### config.mk
export PLATFORM = sky130hd
export DESIGN_NAME = ttw_mem_bridge_flat
export DESIGN_NICKNAME = d
export VERILOG_FILES = /design/src/rtl/ttw_mem_bridge_if.sv /design/src/rtl/ttw_mem_bridge.sv /design/src/flat_wrapper.sv
export SDC_FILE = /design/constraint.sdc
export NUM_CORES = 2
export LEC_CHECK = 0
export BUFFER_PORTS_ARGS = -buffer_cell sky130_fd_sc_hd__buf_2
export CAP_MARGIN = 0
export CORE_AREA = 5 5 458 460
export DETAILED_ROUTE_END_ITERATION = 8
export DIE_AREA = 0 0 463 465
export PLACE_DENSITY = 0.57
export SLEW_MARGIN = 30
export SYNTH_ARGS = -nofsm -noshare
export SYNTH_HDL_FRONTEND = slang
export SYNTH_SLANG_ARGS = --single-unit
export TNS_END_PERCENT = 1
### constraint.sdc
create_clock -name clock -period 64.5 [get_ports clock]
set_clock_uncertainty 0.1 [all_clocks]
set_input_delay 6.45 -clock clock [delete_from_list [all_inputs] [get_ports clock]]
set_output_delay 6.45 -clock clock [all_outputs]
set_load 0.01 [all_outputs]
### src/rtl/ttw_mem_bridge_if.sv
// Walker request/response and downstream memory request/response signals of ttw_mem_bridge.
// The slave modport is the bridge's view; master is the surrounding environment.
interface ttw_mem_bridge_if #(
    parameter int unsigned IDX_W  = 4,
    parameter int unsigned MCN_W  = 58,
    parameter int unsigned DATA_W = 512,
    parameter int unsigned TAG_W  = 2
);
    logic              mem_req_i_valid;
    logic              mem_req_i_ready;
    logic [IDX_W-1:0]  mem_req_i_bits_idx;
    logic [MCN_W-1:0]  mem_req_i_bits_mcn;
    logic              mem_res_o_valid;
    logic              mem_res_o_ready;
    logic [IDX_W-1:0]  mem_res_o_bits_idx;
    logic [DATA_W-1:0] mem_res_o_bits_data;
    logic              mrq_o_valid;
    logic              mrq_o_ready;
    logic [MCN_W+5:0]  mrq_o_bits_addr;
    logic [TAG_W-1:0]  mrq_o_bits_tag;
    logic              mrs_i_valid;
    logic [TAG_W-1:0]  mrs_i_bits_tag;
    logic [DATA_W-1:0] mrs_i_bits_data;

    modport slave (
        input  mem_req_i_valid, mem_req_i_bits_idx, mem_req_i_bits_mcn,
        output mem_req_i_ready,
        output mem_res_o_valid, mem_res_o_bits_idx, mem_res_o_bits_data,
        input  mem_res_o_ready,
        output mrq_o_valid, mrq_o_bits_addr, mrq_o_bits_tag,
        input  mrq_o_ready,
        input  mrs_i_valid, mrs_i_bits_tag, mrs_i_bits_data
    );

    modport master (
        output mem_req_i_valid, mem_req_i_bits_idx, mem_req_i_bits_mcn,
        input  mem_req_i_ready,
        input  mem_res_o_valid, mem_res_o_bits_idx, mem_res_o_bits_data,
        output mem_res_o_ready,
        input  mrq_o_valid, mrq_o_bits_addr, mrq_o_bits_tag,
        output mrq_o_ready,
        output mrs_i_valid, mrs_i_bits_tag, mrs_i_bits_data
    );
endinterface

### src/rtl/ttw_mem_bridge.sv
// Table-walker to memory bridge: tags line reads with a reserved slot, buffers
// out-of-order responses and returns them to the walker in arrival order.
module ttw_mem_bridge #(
    parameter int unsigned IDX_W  = 4,
    parameter int unsigned MCN_W  = 58,
    parameter int unsigned DATA_W = 512,
    parameter int unsigned DEPTH  = 4
) (
    input  logic            clock,
    input  logic            reset,
    ttw_mem_bridge_if.slave bus,
    output logic            busy_o,
    output logic            err_o
);
    localparam int unsigned TAG_W = $clog2(DEPTH);

    typedef enum logic [1:0] {SlotFree, SlotPend, SlotDone} slot_e;

    slot_e             slot_q [DEPTH];
    slot_e             slot_d [DEPTH];
    logic [IDX_W-1:0]  idx_q  [DEPTH];
    logic [DATA_W-1:0] data_q [DEPTH];
    logic [TAG_W-1:0]  fifo_q [DEPTH];
    logic [TAG_W:0]    rd_ptr_q, wr_ptr_q;
    logic              mrq_valid_q;
    logic [MCN_W+5:0]  mrq_addr_q;
    logic [TAG_W-1:0]  mrq_tag_q;
    logic              err_q;

    logic              any_free, all_free, accept, hit, pop, fifo_empty;
    logic [TAG_W-1:0]  free_tag, head;

    // Descending scan so the lowest-numbered free slot wins.
    always_comb begin
        any_free = 1'b0;
        all_free = 1'b1;
        free_tag = '0;
        for (int i = DEPTH - 1; i >= 0; i--) begin
            if (slot_q[i] == SlotFree) begin
                any_free = 1'b1;
                free_tag = TAG_W'(i);
            end else begin
                all_free = 1'b0;
            end
        end
    end

    assign fifo_empty = (rd_ptr_q == wr_ptr_q);
    assign head       = fifo_q[rd_ptr_q[TAG_W-1:0]];
    assign accept     = bus.mem_req_i_valid && bus.mem_req_i_ready;
    assign hit        = bus.mrs_i_valid && (slot_q[bus.mrs_i_bits_tag] == SlotPend);
    assign pop        = !fifo_empty && bus.mem_res_o_ready;

    assign bus.mem_req_i_ready     = !reset && any_free && (!mrq_valid_q || bus.mrq_o_ready);
    assign bus.mem_res_o_valid     = !fifo_empty;
    assign bus.mem_res_o_bits_idx  = idx_q[head];
    assign bus.mem_res_o_bits_data = data_q[head];
    assign bus.mrq_o_valid         = mrq_valid_q;
    assign bus.mrq_o_bits_addr     = mrq_addr_q;
    assign bus.mrq_o_bits_tag      = mrq_tag_q;
    assign busy_o                  = !all_free || mrq_valid_q;
    assign err_o                   = err_q;

    // Accept targets a FREE slot, a hit a PEND slot, a pop a DONE slot: never the same one.
    always_comb begin
        slot_d = slot_q;
        if (accept) slot_d[free_tag] = SlotPend;
        if (hit)    slot_d[bus.mrs_i_bits_tag] = SlotDone;
        if (pop)    slot_d[head] = SlotFree;
    end

    always_ff @(posedge clock) begin
        if (reset) begin
            for (int i = 0; i < DEPTH; i++) slot_q[i] <= SlotFree;
            rd_ptr_q    <= '0;
            wr_ptr_q    <= '0;
            mrq_valid_q <= 1'b0;
            mrq_addr_q  <= '0;
            mrq_tag_q   <= '0;
            err_q       <= 1'b0;
        end else begin
            slot_q <= slot_d;
            if (hit) wr_ptr_q <= wr_ptr_q + 1'b1;
            if (pop) rd_ptr_q <= rd_ptr_q + 1'b1;
            if (accept) begin
                mrq_valid_q <= 1'b1;
                mrq_addr_q  <= {bus.mem_req_i_bits_mcn, 6'b0};
                mrq_tag_q   <= free_tag;
            end else if (bus.mrq_o_ready) begin
                mrq_valid_q <= 1'b0;
            end
            if (bus.mrs_i_valid && !hit) err_q <= 1'b1;
        end
    end

    // Payload storage needs no reset: slot state and FIFO pointers gate every read.
    always_ff @(posedge clock) begin
        if (accept) idx_q[free_tag] <= bus.mem_req_i_bits_idx;
        if (hit) begin
            data_q[bus.mrs_i_bits_tag]      <= bus.mrs_i_bits_data;
            fifo_q[wr_ptr_q[TAG_W-1:0]] <= bus.mrs_i_bits_tag;
        end
    end
endmodule

### src/flat_wrapper.sv
// flat-port wrapper written by rule: the top's interface ports become plain ports
module ttw_mem_bridge_flat 
#(
    parameter int unsigned IDX_W  = 4,
    parameter int unsigned MCN_W  = 58,
    parameter int unsigned DATA_W = 512,
    parameter int unsigned DEPTH  = 4
)
  (clock, reset, busy_o, err_o, bus_mem_req_i_valid, bus_mem_req_i_bits_idx, bus_mem_req_i_bits_mcn, bus_mem_req_i_ready, bus_mem_res_o_valid, bus_mem_res_o_bits_idx, bus_mem_res_o_bits_data, bus_mem_res_o_ready, bus_mrq_o_valid, bus_mrq_o_bits_addr, bus_mrq_o_bits_tag, bus_mrq_o_ready, bus_mrs_i_valid, bus_mrs_i_bits_tag, bus_mrs_i_bits_data);
  ttw_mem_bridge_if #(.IDX_W(IDX_W), .MCN_W(MCN_W), .DATA_W(DATA_W), .TAG_W((2))) bus_i ();
  input  logic clock;
  input  logic reset;
  output logic busy_o;
  output logic err_o;
  input wire logic [$bits(bus_i.mem_req_i_valid)-1:0] bus_mem_req_i_valid;
  input wire logic [$bits(bus_i.mem_req_i_bits_idx)-1:0] bus_mem_req_i_bits_idx;
  input wire logic [$bits(bus_i.mem_req_i_bits_mcn)-1:0] bus_mem_req_i_bits_mcn;
  output wire logic [$bits(bus_i.mem_req_i_ready)-1:0] bus_mem_req_i_ready;
  output wire logic [$bits(bus_i.mem_res_o_valid)-1:0] bus_mem_res_o_valid;
  output wire logic [$bits(bus_i.mem_res_o_bits_idx)-1:0] bus_mem_res_o_bits_idx;
  output wire logic [$bits(bus_i.mem_res_o_bits_data)-1:0] bus_mem_res_o_bits_data;
  input wire logic [$bits(bus_i.mem_res_o_ready)-1:0] bus_mem_res_o_ready;
  output wire logic [$bits(bus_i.mrq_o_valid)-1:0] bus_mrq_o_valid;
  output wire logic [$bits(bus_i.mrq_o_bits_addr)-1:0] bus_mrq_o_bits_addr;
  output wire logic [$bits(bus_i.mrq_o_bits_tag)-1:0] bus_mrq_o_bits_tag;
  input wire logic [$bits(bus_i.mrq_o_ready)-1:0] bus_mrq_o_ready;
  input wire logic [$bits(bus_i.mrs_i_valid)-1:0] bus_mrs_i_valid;
  input wire logic [$bits(bus_i.mrs_i_bits_tag)-1:0] bus_mrs_i_bits_tag;
  input wire logic [$bits(bus_i.mrs_i_bits_data)-1:0] bus_mrs_i_bits_data;
  assign bus_i.mem_req_i_valid = bus_mem_req_i_valid;
  assign bus_i.mem_req_i_bits_idx = bus_mem_req_i_bits_idx;
  assign bus_i.mem_req_i_bits_mcn = bus_mem_req_i_bits_mcn;
  assign bus_mem_req_i_ready = bus_i.mem_req_i_ready;
  assign bus_mem_res_o_valid = bus_i.mem_res_o_valid;
  assign bus_mem_res_o_bits_idx = bus_i.mem_res_o_bits_idx;
  assign bus_mem_res_o_bits_data = bus_i.mem_res_o_bits_data;
  assign bus_i.mem_res_o_ready = bus_mem_res_o_ready;
  assign bus_mrq_o_valid = bus_i.mrq_o_valid;
  assign bus_mrq_o_bits_addr = bus_i.mrq_o_bits_addr;
  assign bus_mrq_o_bits_tag = bus_i.mrq_o_bits_tag;
  assign bus_i.mrq_o_ready = bus_mrq_o_ready;
  assign bus_i.mrs_i_valid = bus_mrs_i_valid;
  assign bus_i.mrs_i_bits_tag = bus_mrs_i_bits_tag;
  assign bus_i.mrs_i_bits_data = bus_mrs_i_bits_data;
  ttw_mem_bridge #(.IDX_W(IDX_W), .MCN_W(MCN_W), .DATA_W(DATA_W), .DEPTH(DEPTH)) u_core (.clock(clock), .reset(reset), .bus(bus_i), .busy_o(busy_o), .err_o(err_o));
endmodule
### After elaboration in Yosys (flattened, before gate mapping)

Memories as Yosys holds them, arrays and structs flattened. A register that Yosys moved wholly into a read port is not among the register bits.
Index checks and enable logic that the tools add are counted.

* bits in registers: 76
* logic and storage cells: 86
* output and inout bits: 587
* RAM bits: 2072
* bits of input ports: 582
* memories kept: 3

* bitwise gates (word level): 11
* magnitude comparators: 6
* mux-type cells: 31
* reduce and logical (&&, ||, !) cells: 21
* add/sub/neg operators: 2
* equal/unequal tests: 2

Memories
* u_core.data_q: words 4, width 512, rd ports 1, clocked after Yosys merged registers in 0, write ports 1, line ttw_mem_bridge.sv:22 `logic [DATA_W-1:0] data_q [DEPTH];`
* u_core.idx_q: words 4, width 4, rd ports 1, clocked after Yosys merged registers in 0, write ports 1, line ttw_mem_bridge.sv:21 `logic [IDX_W-1:0] idx_q [DEPTH];`
* u_core.fifo_q: words 4, width 2, rd ports 1, clocked after Yosys merged registers in 1, write ports 1, line ttw_mem_bridge.sv:23 `logic [TAG_W-1:0] fifo_q [DEPTH];`

Operators by type and width (number)
* $mux W8: 3
* $mux W2: 11
* $mux W1: 13
* $demux W2 S2: 3
* $ge A3 B3 Y1 const B: 3
* $logic_and A1 B1 Y1: 9
* $lt A3 B1 Y1 const B: 3
* $not A2 Y3: 3
* $and A4 B4 Y4: 2
* $and A8 B8 Y8: 1
* $logic_not A2 Y1: 4
* $not A4 Y4: 2
* $not A8 Y8: 1
* $or A4 B4 Y4: 2
* $add A3 B1 Y3 const B: 2
* $logic_not A1 Y1: 5
* $bmux W2 S2: 1
* $eq A3 B3 Y1: 1
* $eq A2 B1 Y1 const B: 1
* $logic_or A1 B1 Y1: 2
* $reduce_bool A2 Y1: 1

### Logic depth before layout (Yosys ltp)

* depth after elaboration: 17
* gate-level depth with buffers: 9
* gate-level depth less buffers: 4

### Worst setup path before layout

No wires, ideal clock.

* kind: input -> register
* start: input bus_mrs_i_bits_tag[1]
* end: memory u_core.data_q[0][0], enable pin
* library setup time: 2028 ps
* arrival: 41600 ps
* stages: 1
* data required time: 62372 ps
* buffers on the path: 0
* slack: 20772 ps
* path through: nor3_1

* cells in the longest elaborated chain, start to end: 8

RTL lines
* start: declaration: line flat_wrapper.sv:28 `input wire logic [$bits(bus_i.mrs_i_bits_tag)-1:0] bus_mrs_i_bits_tag;`
* $not A2 Y3 (not written as such): line ttw_mem_bridge.sv:51 `assign hit = bus.mrs_i_valid && (slot_q[bus.mrs_i_bits_tag] == SlotPend);`
* $bmux W2 S2: line ttw_mem_bridge.sv:51
* $mux W2 (not written as such) (2 in a row): line ttw_mem_bridge.sv:51
* $eq A2 B1 Y1: line ttw_mem_bridge.sv:51
* $logic_and A1 B1 Y1: line ttw_mem_bridge.sv:51
* $mux W1: line ttw_mem_bridge.sv:99 `if (hit) begin`
* $mux W1 (not written as such): line ttw_mem_bridge.sv:100 `data_q[bus.mrs_i_bits_tag] <= bus.mrs_i_bits_data;`
* end: declaration: line ttw_mem_bridge.sv:22

Several ways; a longest one is shown, not always the timed one. The select of a mux whose other input is x is not followed.

### Worst setup path after layout

* start: input bus_mrq_o_ready
* end: output bus_mem_req_i_ready

* cells in the longest elaborated chain, start to end: 2

RTL lines
* start: declaration: line flat_wrapper.sv:26 `input wire logic [$bits(bus_i.mrq_o_ready)-1:0] bus_mrq_o_ready;`
* $logic_or A1 B1 Y1: line ttw_mem_bridge.sv:54 `assign bus.mem_req_i_ready = !reset && any_free && (!mrq_valid_q || bus.mrq_o_ready);`
* $logic_and A1 B1 Y1: line ttw_mem_bridge.sv:54
* end: declaration: line flat_wrapper.sv:18 `output wire logic [$bits(bus_i.mem_req_i_ready)-1:0] bus_mem_req_i_ready;`

Every way passes these cells.

==> impl_metrics.tcl <==
set metrics [dict create \
    cp-end-kind "output pin" \
    yosys.area.top_type "edfxtp_1" \
    yosys_most_used_dff "edfxtp_1" \
    areaGrowthSynthToFinish_pct 19.4 \
    power_density_nw_per_um2 29.4 \
    leakagePower_nw 37.3 \
    ys_warn_count 0 \
    startpoint_type "input port" \
    synth-edff-count 2072 \
    tightest_slew_ps 1130 \
    synth-seq-cells 2150 \
    post_cts_buffers 0 \
    ioPinCount 1169 \
    cts-root-buf "clkbuf_16" \
    fin_crit_sh_pct 21.5 \
    syn_area_um2 81900 \
    gp_congestion 0.812 \
    wirelength_mm 210 \
    max_freq_mhz 72.0 \
    grt_pass1_vias 41403 \
    syn_avg_cell_area_um2 19.6 \
    yosysSeqAreaShare_pct 77.9 \
    crit_fanout 7 \
    die_w_um 463 \
    postLayoutSetupSlackWorst_ps 50620 \
    hold_viol_final 0 \
    total_power_mw 2.88 \
    first_pass_iters 5 \
    clock_sinks 2150 \
    rows 167 \
    clock_path_buffers 3 \
    nNetsFinal 6025 \
    syn_inst 4187 \
    finalSetupViolCount 0 \
    hold_depth 2 \
    layout-drive-gt1-share_pct 27.2 \
    synth_common_cells "edfxtp_1, mux2i_1, buf_2, nand2_1, dfxtp_1" \
    core-area_um2 206000 \
    die_h_um 465 \
    criticalPathCategory "input port to output pin" \
    vdd_ir_drop_max_uv 30.9 \
    place_inst 7921 \
    routed_via_density 4.96 \
    required_ps 57950 \
    synth.area.top_cells "edfxtp_1, mux2i_1, dfxtp_1" \
    dp_slack_ps 50640 \
    route.antenna.remaining_nets 0 \
    synth_top_area_share_pct 76.0 \
    hpwl_mm 142 \
    antenna_found_initial 193 \
    yosysMostFrequentCell "edfxtp_1" \
    dpl_cell_area_um2 90600 \
    synthArstFlopShare_pct 0 \
    setup_tns_ps 0 \
    max_slew_margin_pct 24.6 \
    clk_pin_slew_ps 60 \
    grt_first_pass_wirelength_mm 298 \
    start_util_pct 39.8 \
    drc_errors 0 \
    cts_hold_buf 0 \
    cts_tree "yes" \
    hp-class "register to register" \
    hold_ws_ps 350 \
    fin_area_um2 97800 \
    numCtsBuffers 218 \
    utilization_pct 47.5 \
    maxCapViolations 0 \
    drtIter0Drc 2690 \
    cts_resized 0 \
    clock_latency_ps 840 \
    grt-ovfl-total 0 \
    r2r_cells 7 \
    rsz0062_at_grt "false" \
    die_area_um2 215000 \
    grt.total_usage_pct 18.9 \
    arrival_ps 7330 \
    synth.distinct_cells 35 \
    vias 41711 \
    drt-wirelength-per-cell_um 25.0 \
    numPortBuffers 1162 \
    grt_max_degree 131 \
    fin_crit_ps 13880 \
    layout.cells.non_filler 8413 \
    htree_levels 4 \
    finalMaxSlewViolations 0 \
    status "completed" \
]
[logic make-up (layout without fill, tap and decap cells)]
| kind of cell | count (synthesis) | in the layout | synth area share, % |
|---|---|---|---|
| xor+xnor | 4 | 4 | 0.0428 |
| compound gates | 73 | 73 | 0.481 |
| simple gates | 184 | 184 | 0.967 |
| other cells | 1 | 91 | 0.00458 |
| flops | 2150 | 2150 | 77.9 |
| fa+ha+maj | 5 | 5 | 0.0764 |
| mux | 1561 | 1561 | 19.1 |
| buf+inv | 209 | 1641 | 1.43 |
[worst max-delay path, cell delays in order]
cell and delay [ps]:
buf_2 110, nor2b_1 460, nor3_1 130, buf_2 170
[state kept, by name, indices dropped and copies added, names as in the netlist, named ones only]
| name | flops |
|---|---|
| u_core.wr_ptr_q | 3 |
| u_core.idx_q | 16 |
| u_core.data_q | 2048 |
| u_core.rd_ptr_q | 3 |
| u_core.bus.mrq_o_valid | 1 |
| u_core.fifo_q | 8 |
| u_core.slot_q | 8 |
| u_core.err_o | 1 |
| u_core.bus.mrq_o_bits_tag | 2 |
| u_core.bus.mrq_o_bits_addr | 58 |
[layout make-up]
type                            count  area [um2]
Sequential cell                  2150       63800
Multi-Input combinational cell   1833       17000
Clock inverter                    134        1240
Tap cell                         2704        3380
Clock buffer                      272        5660
Fill cell                       17494      108000
Antenna cell                       85         213
Timing Repair Buffer             1229        6460
Inverter                            6        30.0
[cells in the final DEF, fill, tap and decap left out, types with 3 or more instances in the layout]
master      instances
clkinv_1           61
buf_12              8
clkinv_16           6
clkbuf_1           54
clkinvlp_4          5
bufinv_16          15
clkbuf_16         218
and3_1              3
clkinv_2           35
buf_2            1162
a21oi_1            62
xor2_1              4
ha_1                5
and2_1              3
nor2_1             20
conb_1              6
nand2_1           118
mux2i_1          1555
buf_6               5
clkinv_4            3
nor2b_1             4
nand2b_1            9
buf_4              53
diode_2            85
edfxtp_1         2072
nor4_1              6
clkinv_8            6
nor3_2              3
or3_1               3
dfxtp_1            78
inv_1               5
nor3_1             12
[where the power goes]
group / leakage (nW) / internal (mW) / switching [mW]
Clock: 3.34 / 0.683 / 0.522
Combinational: 14.7 / 0.0514 / 0.0793
Sequential: 19.3 / 1.54 / 0.00223
Total: 37.3 / 2.27 / 0.603
[routing by layer]
| metal | part of all wire, % | routed length, um | track usage [%] |
|---|---|---|---|
| met1 | 38 | 80400 | 22.4 |
| met4 | 3.2 | 6670 | 6.37 |
| met3 | 11 | 22600 | 9.05 |
| met2 | 47 | 99700 | 30.3 |
| met5 | 0.43 | 913 | 0 |
[worst paths after layout]
kind / startpoint / to / slack (ps)
worst max register to register: u_core.slot_q[1] / u_core.data_q[3][244] / 59130
worst max-delay path: bus_mrq_o_ready / bus_mem_req_i_ready / 50620
worst min register to register: u_core.bus.mrq_o_bits_addr[31] / u_core.bus.mrq_o_bits_addr[31] / 350
worst min-delay path: u_core.bus.mrq_o_bits_addr[31] / u_core.bus.mrq_o_bits_addr[31] / 350
No activity file was read; power rests on OpenSTA's default activity.
